`config.mk`:
```
export PLATFORM = sky130hd
export DESIGN_NAME = uart_mmio_periph_flat
export DESIGN_NICKNAME = d
export VERILOG_FILES = /design/src/rtl/uart_mmio_periph_if.sv /design/src/rtl/uart_mmio_periph.sv /design/src/flat_wrapper.sv
export SDC_FILE = /design/constraint.sdc
export NUM_CORES = 1
export LEC_CHECK = 0
export ABC_AREA = 1
export ABC_CLOCK_PERIOD_IN_PS = 2550
export CAP_MARGIN = 20
export CORE_ASPECT_RATIO = 1.4
export CORE_MARGIN = 3
export CORE_UTILIZATION = 55
export DETAILED_ROUTE_END_ITERATION = 8
export PLACE_DENSITY = 0.71
export SYNTH_ARGS = -nofsm -noshare
export SYNTH_HDL_FRONTEND = slang
export SYNTH_SLANG_ARGS = --single-unit
export TNS_END_PERCENT = 1
```
`constraint.sdc`:
```
create_clock -name clk -period 2.55 [get_ports clk]
set_input_delay 0.3825 -clock clk [delete_from_list [all_inputs] [get_ports clk]]
set_output_delay 0.3825 -clock clk [all_outputs]
set_load 0.05 [all_outputs]
```
`src/rtl/uart_mmio_periph_if.sv`:
```
// ---------------------------------------------------------------------------
// uart_mmio_periph_if
// Purpose : UART slice of the memory controller's mmio_bus. The controller
//           (master) decodes the data/status addresses and drives the strobes.
//           The UART peripheral (slave) returns the read data and status.
// Signals : tx_wen          - push uart_din into the TX FIFO this cycle
//           uart_din[7:0]   - byte to transmit
//           rx_ren          - pop the RX FIFO this cycle
//           uart_dout[7:0]  - last popped RX byte, registered
//           rx_data_present - RX FIFO non-empty
//           tx_full         - TX FIFO full
// ---------------------------------------------------------------------------
interface uart_mmio_periph_if;
   logic       tx_wen;
   logic [7:0] uart_din;
   logic       rx_ren;
   logic [7:0] uart_dout;
   logic       rx_data_present;
   logic       tx_full;

   modport master (
      output tx_wen, uart_din, rx_ren,
      input  uart_dout, rx_data_present, tx_full
   );

   modport slave (
      input  tx_wen, uart_din, rx_ren,
      output uart_dout, rx_data_present, tx_full
   );
endinterface

```
`src/rtl/uart_mmio_periph.sv`:
```
// ---------------------------------------------------------------------------
// uart_mmio_periph
// Purpose : Memory-mapped 8N1 UART. The TX and RX FIFOs buffer bytes between
//           the mmio bus and a bit-timed serializer/deserializer on the pins.
// Params  : CLKS_PER_BIT - clock cycles per bit period (>= 4)
//           FIFO_DEPTH   - entries per FIFO (power of two, >= 2)
// Ports   : clk - system clock
//           rst - synchronous, active-low reset
//           bus - mmio UART slice (slave side)
//           rx  - asynchronous serial input pin
//           tx  - serial output pin, idle high
// ---------------------------------------------------------------------------
module uart_mmio_periph #(
   parameter int CLKS_PER_BIT = 868,
   parameter int FIFO_DEPTH   = 16
) (
   input  logic               clk,
   input  logic               rst,
   uart_mmio_periph_if.slave  bus,
   input  logic               rx,
   output logic               tx
);
   localparam int AW = $clog2(FIFO_DEPTH);
   // Bit counters run 0..CLKS_PER_BIT-1.
   localparam int CW = $clog2(CLKS_PER_BIT);

   localparam logic [CW-1:0] BIT_LAST  = CW'(CLKS_PER_BIT - 1);
   localparam logic [CW-1:0] HALF_LAST = CW'(CLKS_PER_BIT / 2 - 1);
   localparam logic [AW:0]   CNT_FULL  = (AW + 1)'(FIFO_DEPTH);
   localparam logic [AW:0]   CNT_ZERO  = (AW + 1)'(0);
   localparam logic [AW:0]   CNT_ONE   = (AW + 1)'(1);
   localparam logic [AW-1:0] PTR_ONE   = AW'(1);
   localparam logic [CW-1:0] TMR_ZERO  = CW'(0);
   localparam logic [CW-1:0] TMR_ONE   = CW'(1);

   localparam logic [1:0] ST_IDLE  = 2'd0;
   localparam logic [1:0] ST_START = 2'd1;
   localparam logic [1:0] ST_DATA  = 2'd2;
   localparam logic [1:0] ST_STOP  = 2'd3;

   // ---------------- TX side ----------------
   logic [7:0]    tx_mem_r [FIFO_DEPTH];
   logic [AW-1:0] tx_wr_ptr_r, tx_rd_ptr_r;
   logic [AW:0]   tx_cnt_r;
   logic [1:0]    tx_state_r;
   logic [CW-1:0] tx_tmr_r;
   logic [2:0]    tx_bit_r;
   logic [7:0]    tx_shift_r;
   logic          tx_r;
   logic          tx_pop_s, tx_push_s;

   assign tx_pop_s  = (tx_state_r == ST_IDLE) && (tx_cnt_r != CNT_ZERO);
   // A full FIFO still accepts a write when the FSM frees the head slot this cycle.
   assign tx_push_s = bus.tx_wen && ((tx_cnt_r != CNT_FULL) || tx_pop_s);

   // TX FIFO storage write port.
   always_ff @(posedge clk) begin
      if (tx_push_s) begin
         tx_mem_r[tx_wr_ptr_r] <= bus.uart_din;
      end
   end

   // TX FIFO pointers and occupancy count.
   always_ff @(posedge clk) begin
      if (!rst) begin
         tx_wr_ptr_r <= {AW{1'b0}};
         tx_rd_ptr_r <= {AW{1'b0}};
         tx_cnt_r    <= CNT_ZERO;
      end else begin
         if (tx_push_s) tx_wr_ptr_r <= tx_wr_ptr_r + PTR_ONE;
         if (tx_pop_s)  tx_rd_ptr_r <= tx_rd_ptr_r + PTR_ONE;
         case ({tx_push_s, tx_pop_s})
            2'b10:   tx_cnt_r <= tx_cnt_r + CNT_ONE;
            2'b01:   tx_cnt_r <= tx_cnt_r - CNT_ONE;
            default: tx_cnt_r <= tx_cnt_r;
         endcase
      end
   end

   // TX serializer; tx_r is loaded with the level of the state being entered.
   always_ff @(posedge clk) begin
      if (!rst) begin
         tx_state_r <= ST_IDLE;
         tx_tmr_r   <= TMR_ZERO;
         tx_bit_r   <= 3'd0;
         tx_shift_r <= 8'h00;
         tx_r       <= 1'b1;
      end else begin
         case (tx_state_r)
            ST_IDLE: begin
               tx_tmr_r <= TMR_ZERO;
               tx_bit_r <= 3'd0;
               if (tx_pop_s) begin
                  tx_shift_r <= tx_mem_r[tx_rd_ptr_r];
                  tx_state_r <= ST_START;
                  tx_r       <= 1'b0;
               end else begin
                  tx_r       <= 1'b1;
               end
            end
            ST_START: begin
               if (tx_tmr_r == BIT_LAST) begin
                  tx_tmr_r   <= TMR_ZERO;
                  tx_state_r <= ST_DATA;
                  tx_r       <= tx_shift_r[0];
               end else begin
                  tx_tmr_r   <= tx_tmr_r + TMR_ONE;
               end
            end
            ST_DATA: begin
               if (tx_tmr_r == BIT_LAST) begin
                  tx_tmr_r <= TMR_ZERO;
                  if (tx_bit_r == 3'd7) begin
                     tx_state_r <= ST_STOP;
                     tx_r       <= 1'b1;
                  end else begin
                     tx_bit_r   <= tx_bit_r + 3'd1;
                     tx_shift_r <= {1'b0, tx_shift_r[7:1]};
                     tx_r       <= tx_shift_r[1];
                  end
               end else begin
                  tx_tmr_r <= tx_tmr_r + TMR_ONE;
               end
            end
            ST_STOP: begin
               tx_r <= 1'b1;
               if (tx_tmr_r == BIT_LAST) begin
                  tx_tmr_r   <= TMR_ZERO;
                  tx_state_r <= ST_IDLE;
               end else begin
                  tx_tmr_r   <= tx_tmr_r + TMR_ONE;
               end
            end
            default: begin
               tx_state_r <= ST_IDLE;
               tx_r       <= 1'b1;
            end
         endcase
      end
   end

   // ---------------- RX side ----------------
   logic          rx_meta_r, rx_sync_r;
   logic [1:0]    rx_state_r;
   logic [CW-1:0] rx_tmr_r;
   logic [2:0]    rx_bit_r;
   logic [7:0]    rx_shift_r;
   logic [7:0]    rx_mem_r [FIFO_DEPTH];
   logic [AW-1:0] rx_wr_ptr_r, rx_rd_ptr_r;
   logic [AW:0]   rx_cnt_r;
   logic [7:0]    dout_r;
   logic          rx_frame_ok_s, rx_push_s, rx_pop_s;

   // Two-flop synchronizer for the asynchronous pin, idling high.
   always_ff @(posedge clk) begin
      if (!rst) begin
         rx_meta_r <= 1'b1;
         rx_sync_r <= 1'b1;
      end else begin
         rx_meta_r <= rx;
         rx_sync_r <= rx_meta_r;
      end
   end

   // Deserializer: re-qualify the start bit at mid-bit, then sample once per bit period.
   always_ff @(posedge clk) begin
      if (!rst) begin
         rx_state_r <= ST_IDLE;
         rx_tmr_r   <= TMR_ZERO;
         rx_bit_r   <= 3'd0;
         rx_shift_r <= 8'h00;
      end else begin
         case (rx_state_r)
            ST_IDLE: begin
               rx_tmr_r <= TMR_ZERO;
               rx_bit_r <= 3'd0;
               if (!rx_sync_r) rx_state_r <= ST_START;
            end
            ST_START: begin
               if (rx_tmr_r == HALF_LAST) begin
                  rx_tmr_r   <= TMR_ZERO;
                  rx_state_r <= rx_sync_r ? ST_IDLE : ST_DATA;
               end else begin
                  rx_tmr_r   <= rx_tmr_r + TMR_ONE;
               end
            end
            ST_DATA: begin
               if (rx_tmr_r == BIT_LAST) begin
                  rx_tmr_r   <= TMR_ZERO;
                  rx_shift_r <= {rx_sync_r, rx_shift_r[7:1]};
                  if (rx_bit_r == 3'd7) rx_state_r <= ST_STOP;
                  else                  rx_bit_r   <= rx_bit_r + 3'd1;
               end else begin
                  rx_tmr_r <= rx_tmr_r + TMR_ONE;
               end
            end
            ST_STOP: begin
               if (rx_tmr_r == BIT_LAST) begin
                  rx_tmr_r   <= TMR_ZERO;
                  rx_state_r <= ST_IDLE;
               end else begin
                  rx_tmr_r   <= rx_tmr_r + TMR_ONE;
               end
            end
            default: rx_state_r <= ST_IDLE;
         endcase
      end
   end

   // A low stop sample is a framing error: the byte is simply not pushed.
   assign rx_frame_ok_s = (rx_state_r == ST_STOP) && (rx_tmr_r == BIT_LAST) && rx_sync_r;
   assign rx_pop_s      = bus.rx_ren && (rx_cnt_r != CNT_ZERO);
   // Overrun drops the new byte unless a read frees a slot in the same cycle.
   assign rx_push_s     = rx_frame_ok_s && ((rx_cnt_r != CNT_FULL) || rx_pop_s);

   // RX FIFO storage write port.
   always_ff @(posedge clk) begin
      if (rx_push_s) begin
         rx_mem_r[rx_wr_ptr_r] <= rx_shift_r;
      end
   end

   // RX FIFO pointers, count and the registered read-data return.
   always_ff @(posedge clk) begin
      if (!rst) begin
         rx_wr_ptr_r <= {AW{1'b0}};
         rx_rd_ptr_r <= {AW{1'b0}};
         rx_cnt_r    <= CNT_ZERO;
         dout_r      <= 8'h00;
      end else begin
         if (rx_push_s) rx_wr_ptr_r <= rx_wr_ptr_r + PTR_ONE;
         if (rx_pop_s)  rx_rd_ptr_r <= rx_rd_ptr_r + PTR_ONE;
         if (bus.rx_ren) dout_r <= rx_pop_s ? rx_mem_r[rx_rd_ptr_r] : 8'h00;
         case ({rx_push_s, rx_pop_s})
            2'b10:   rx_cnt_r <= rx_cnt_r + CNT_ONE;
            2'b01:   rx_cnt_r <= rx_cnt_r - CNT_ONE;
            default: rx_cnt_r <= rx_cnt_r;
         endcase
      end
   end

   assign tx                  = tx_r;
   assign bus.uart_dout       = dout_r;
   assign bus.rx_data_present = (rx_cnt_r != CNT_ZERO);
   assign bus.tx_full         = (tx_cnt_r == CNT_FULL);
endmodule

```
`src/flat_wrapper.sv`:
```
// flat-port wrapper written by rule: the top's interface ports become plain ports
module uart_mmio_periph_flat 
#(
   parameter int CLKS_PER_BIT = 868,
   parameter int FIFO_DEPTH   = 16
)
  (clk, rst, rx, tx, bus_tx_wen, bus_uart_din, bus_rx_ren, bus_uart_dout, bus_rx_data_present, bus_tx_full);
  uart_mmio_periph_if bus_i ();
  input  logic clk;
  input  logic rst;
  input  logic rx;
  output logic tx;
  input wire logic [$bits(bus_i.tx_wen)-1:0] bus_tx_wen;
  input wire logic [$bits(bus_i.uart_din)-1:0] bus_uart_din;
  input wire logic [$bits(bus_i.rx_ren)-1:0] bus_rx_ren;
  output wire logic [$bits(bus_i.uart_dout)-1:0] bus_uart_dout;
  output wire logic [$bits(bus_i.rx_data_present)-1:0] bus_rx_data_present;
  output wire logic [$bits(bus_i.tx_full)-1:0] bus_tx_full;
  assign bus_i.tx_wen = bus_tx_wen;
  assign bus_i.uart_din = bus_uart_din;
  assign bus_i.rx_ren = bus_rx_ren;
  assign bus_uart_dout = bus_i.uart_dout;
  assign bus_rx_data_present = bus_i.rx_data_present;
  assign bus_tx_full = bus_i.tx_full;
  uart_mmio_periph #(.CLKS_PER_BIT(CLKS_PER_BIT), .FIFO_DEPTH(FIFO_DEPTH)) u_core (.clk(clk), .rst(rst), .bus(bus_i), .rx(rx), .tx(tx));
endmodule
```
# Yosys cells after proc, flatten, opt, wreduce, memory -nomap -nowiden
# Memory sizes are Yosys's and may differ from the RTL's. A register that Yosys moved wholly into a read port is not among the register bits.
# Index checks and enable logic that the tools add are counted.
dict set report totals {
  elab_cells 131
  output_inout_bits 11
  mem_count 2
  inputBits 13
  ramBits 256
  register_bits 83
}
# memory depth width rd rd_clocked_by_memory_dff wr line
set mem_list {}
lappend mem_list {u_core.rx_mem_r 16 8 1 1 1 uart_mmio_periph.sv:148} ;# logic [7:0] rx_mem_r [FIFO_DEPTH];
lappend mem_list {u_core.tx_mem_r 16 8 1 1 1 uart_mmio_periph.sv:42} ;# logic [7:0] tx_mem_r [FIFO_DEPTH];
dict set report classes {
  mux 44
  n_addsub 12
  eq_ne 30
  reduce_logical 25
}
# op n
set ops {}
lappend ops {{8-bit two-way mux} 4}
lappend ops {{10-bit two-way mux} 3}
lappend ops {{10-bit case mux with 3 select lines} 1}
lappend ops {{2-bit two-way mux} 11}
lappend ops {{10-bit by 1-bit adder with 10-bit output, second input constant} 2}
lappend ops {{10-bit == test, second input constant} 2}
lappend ops {{10-bit case mux with 2 select lines} 1}
lappend ops {{5-bit case mux with 2 select lines} 2}
lappend ops {{2-bit by 1-bit inequality test with 1-bit output, second input constant} 9}
lappend ops {{4-bit by 1-bit adder with 4-bit output, second input constant} 4}
lappend ops {{4-bit two-way mux} 4}
lappend ops {{2-bit case mux with 4 select lines} 2}
lappend ops {{8-bit case mux with 2 select lines} 1}
lappend ops {{2-bit == test, second input constant} 6}
lappend ops {{3-bit two-way mux} 4}
lappend ops {{3-bit case mux with 2 select lines} 2}
lappend ops {{5-bit by 1-bit adder with 5-bit output, second input constant} 2}
lappend ops {{10-bit by 9-bit == test with 1-bit output, second input constant} 1}
lappend ops {{5-bit inequality test, second input constant} 2}
lappend ops {{5-bit AND reduction} 2}
lappend ops {{5-bit nonzero test} 2}
lappend ops {{5-bit by 1-bit subtractor with 5-bit output, second input constant} 2}
lappend ops {{2-bit by 1-bit == test with 1-bit output, second input constant} 4}
lappend ops {{1-bit two-way mux} 8}
lappend ops {{other kinds (14)} 30}

# Longest topological paths before layout
dict set report logic_depth {
  word_depth 6
  mapped_depth 16
  ltp_nobuf 16
}

# Least setup slack after synthesis
# Ideal clock, no wire load.
dict set report synth_path {
  path_kind {flip-flop to flip-flop}
  startpoint {reg u_core.rx_cnt_r[1]}
  endpoint {reg u_core.rx_cnt_r[4]}
  arrival_time_ns 2.418
  path_buffers 0
  required_ns 2.435
  period_less_slack_ns 2.533
  setup_time_ns 0.115
  slack_ns 0.017
  path_stages_with_launch 13
  path_cell_list {dfxtp_1 -> nor2_1 -> nand3b_1 -> nand2_1 -> inv_1 -> nand2_1 -> inv_1 -> ha_1 -> a21o_1 -> a31oi_1 -> nand2_1 -> a21oi_1 -> nor2_1}
}
dict set report synth_between {
  elab_chain_cells 6
  elab_cells_between_ends 11
  cone_classes {add/sub (2); eq/ne (3); mux (1); reduce/logical (5)}
}
# element line
set synth_lines {}
lappend synth_lines {{start: declaration} uart_mmio_periph.sv:150} ;# logic [AW:0] rx_cnt_r;
lappend synth_lines {{start signal: assignment} uart_mmio_periph.sv:235} ;# 2'b10: rx_cnt_r <= rx_cnt_r + CNT_ONE;
lappend synth_lines {{start signal: assignment} uart_mmio_periph.sv:236} ;# 2'b01: rx_cnt_r <= rx_cnt_r - CNT_ONE;
lappend synth_lines {{start signal: assignment} uart_mmio_periph.sv:237} ;# default: rx_cnt_r <= rx_cnt_r;
lappend synth_lines {{5-bit nonzero test (*)} --}
lappend synth_lines {{named net bus_rx_data_present} flat_wrapper.sv:17} ;# output wire logic [$bits(bus_i.rx_data_present)-1:0] bus_rx_data_present;
lappend synth_lines {{1-bit logical AND (*)} uart_mmio_periph.sv:212} ;# assign rx_pop_s = bus.rx_ren && (rx_cnt_r != CNT_ZERO);
lappend synth_lines {{1-bit logical OR} uart_mmio_periph.sv:214} ;# assign rx_push_s = rx_frame_ok_s && ((rx_cnt_r != CNT_FULL) || rx_pop_s);
lappend synth_lines {{1-bit logical AND} uart_mmio_periph.sv:214}
lappend synth_lines {{2-bit by 1-bit == test with 1-bit output or 2-bit == test (tied branches)} uart_mmio_periph.sv:234} ;# case ({rx_push_s, rx_pop_s})
lappend synth_lines {{5-bit case mux with 2 select lines or 2-bit nonzero test (tied branches)} --}
# Mark *: on every way through the listed nets, which the timed path passes. The rest lies on a longest branch.
# A chain may end at the register's enable or synchronous reset.

# Worst setup path after layout
dict set report layout_path {
  startpoint {reg u_core.rx_cnt_r[0]}
  endpoint {out bus_rx_data_present}
}
dict set report layout_between {
  elab_chain_cells 1
}
# element line
set layout_lines {}
lappend layout_lines {{5-bit nonzero test} uart_mmio_periph.sv:244} ;# assign bus.rx_data_present = (rx_cnt_r != CNT_ZERO);
lappend layout_lines {{end: declaration} flat_wrapper.sv:17}
# No other way between the ends.

==> flow_summary.toml <==
[outcome]
status = "completed"

[clocking]
path_clk_slew_ns = 0.07
clock_tree.buffer_depth = 3
cts-root-buf = "clkbuf_16"
cts.sink_count = 347
numCtsBuffers = 31
cts_tree = "done"
cts.htree.levels = 1
clock_latency_ns = 0.58

[sta]
fin_setup_tns_ns = 0
max_clock_freq_mhz = 427
post-route-period-util_pct = 91.8
worst_pin_slew_ns = 0.925
relSlewSlack_pct = 38.3
setup_viol = 0
drv_slew = 0
setup_slack_ns = 0.208
fin_worst_skew_ns = 0.0308
min_period_ns = 2.34
rsz0062_at_grt = "no"
timing.final.hold_violations = 0
holdWs_ns = 0.367

[finish]
finalNetCount = 1588
area_growth_pct = 12.5
nFillCells = 2141
antenna_cells = 0
layout-drive-gt1-share_pct = 8.41
final_core_util_pct = 63.5

[power_and_ir_drop]
finalPower_mw = 13.5
leakage_nw = 6.60
power-per-cell-area_nw_per_um2 = 806
vdd_drop_max_uv = 669

[routing]
wire_per_inst_um = 16.7
drt-pass1-iter-count = 5
viasPerCell = 5.32
num_vias = 10271
drt-total-wl_um = 32200
ant_nets = 0
first_iter_violations = 685
drc_errors = 0

[floorplanning]
die_h_um = 201
die_width_um = 145
fp.dieArea_um2 = 29200
core_area_um2 = 26500
rows = 70
initial_core_util_pct = 56.5
ioPinCount = 24

[worst_setup_path]
cp.depth = 3
critical_path_class = "reg2out"
path_buf_inv = 1
worstPathArrival_ns = 1.96
worstPathMaxFanout = 4
path_delay_family = "buffers and inverters"
path_cells = "nor2_1, nand3b_1, clkdlybuf4s50_1"
cp-end-kind = "output pin"
startpoint_type = "register"
critPathSlowestCell = "clkdlybuf4s50_1"
cpPeakStageDelay_ns = 0.81
cp.required_ns = 2.17
reg2reg_depth = 12

[synth]
synthTopCellsByCount = "367 x nand2_1, 256 x edfxtp_1, 185 x inv_1, 160 x nand3_1, 130 x nor2_1"
synthSimpleGateAreaFrac_pct = 19.3
ys_seq_area_share_pct = 63.6
yosys.area_share.xor_xnor_pct = 1.06
synth_top_area_share_pct = 51.4
yosys.area.top_type = "edfxtp_1"
netlist_area_um2 = 14900
synth.avg_cell_area_um2 = 9.98
synthTopCellsByArea = "edfxtp_1 51%, dfxtp_1 12%, nand2_1 9.2%, nand3_1 5.4%, inv_1 4.6%"
yosys_warnings = 0
netlist_instances = 1497
async_flop_share_pct = 0
synth_fp_nets = 1540
synth_compound_area_share_pct = 6.67
synth_flop_cell = "edfxtp_1"
yosysMostFrequentCell = "nand2_1"
synth.mux.area_fraction_pct = 0
synth_top_family_by_area = "simple AND/OR/NAND/NOR gates"
synth-seq-cells = 347
synth_edf_count = 256
synth_cell_type_count = 39
synth_fa_ha_area_share_pct = 2.61

[min_path]
whs_path_depth = 2
hold_path_class = "in2reg"

[global_routing]
grt.total_usage_pct = 22.1
use_met2_pct = 42.6
gr-total-overflow = 0
grt_pass1_wl_um = 51600
grt_pass1_vias = 10250
grt_max_degree = 68
met3_usage_pct = 2.30
grt_most_used_layer = "met2"
grt_use_met1_pct = 24.1
grt_antenna_before_repair = 0

[place]
gp_congestion = 0.818
place_hpwl_um = 20900
io_buffers = 23
pre_cts_slack_ns = 0.163

[run]
maxCapViolCount = 0
[where the power goes]
| group | leakage, nW | switching [mW] | internal, mW |
|---|---|---|---|
| clock | 0.503 | 1.97 | 2.68 |
| combinational | 3.01 | 1.71 | 0.795 |
| sequential | 3.08 | 0.157 | 6.24 |
| total | 6.60 | 3.83 | 9.71 |
[layout by cell type, fill, tap and decap left out, drive strengths merged, types with 2 or more instances in the layout]
cell type	count
edfxtp	256
buf	53
nand3b	3
clkinv	15
xnor2	4
a21o	2
nand4	3
a21oi	59
clkdlybuf4s50	22
ha	28
nand3	162
a31oi	4
nor2	135
or2	6
clkbuf	42
dfxtp	91
o21ai	36
inv	189
nand2	369
nor3	7
bufinv	3
fa	2
xor2	14
o211ai	61
[state kept, by name, summed over array words and instances (netlist names), 5 cells and up, named ones only]
signal and cells:
u_core.tx_mem_r 128, u_core.rx_cnt_r 5, u_core.tx_cnt_r 5, u_core.bus.uart_dout 8, u_core.rx_mem_r 128, u_core.tx_shift_r 8, u_core.rx_shift_r 8, u_core.tx_tmr_r 10
u_core.rx_tmr_r 10
[kinds of logic (layout without fill, tap and decap cells)]
family / Yosys count / count (layout)
adders and majority gates: 30 / 30
and+or+nand+nor: 686 / 686
DFF: 347 / 347
xor gates and xnor gates: 18 / 18
buffers and inverters: 253 / 326
AOI/OAI and AO/OA: 163 / 163
[metrics by stage]
step / std cells / instance area, um^2
after global routing: 1930 / 16800
after detailed placement: 1872 / 15800
final: 1930 / 16800
after CTS: 1930 / 16800
after floorplan: 1497 / 14900
after global placement: 1872 / 15800
[final timing paths]
path                                     startpoint                               to  slack [ns]
hold reg to reg         u_core.rx_meta_r$_SDFF_PN1_      u_core.rx_sync_r$_SDFF_PN1_        0.42
hold / removal                                   rx      u_core.rx_meta_r$_SDFF_PN1_        0.37
setup / recovery    u_core.rx_cnt_r[0]$_SDFFE_PN0P_              bus_rx_data_present        0.21
setup reg to reg  u_core.tx_state_r[0]$_SDFFE_PN0P_  u_core.tx_cnt_r[4]$_SDFFE_PN0P_        0.26
[layout make-up]
cell class | count | area [um^2] | share of cell area, %
sequential | 347 | 9520 | 56.6
multi-input combinational | 897 | 4450 | 26.5
clock buffer | 42 | 867 | 5.16
inverter | 192 | 721 | 4.29
timing repair buffer | 76 | 652 | 3.88
tap | 360 | 450 | 2.68
clock inverter | 16 | 155 | 0.923
[metal layers]
metal / vias up / wire length, um
li1: 5066 / -
met1: 4897 / 11900
met2: 229 / 17700
met3: 79 / 1160
met4: 0 / 1420
met5: - / 0
[timing repair]
item / CTS / global route
gates resized for setup: 1 / 6
setup endpoints to repair: 1 / 2
hold buffers: 0 / 0
buffers inserted: 0 / 0
Power figures use the tool's default switching activity.
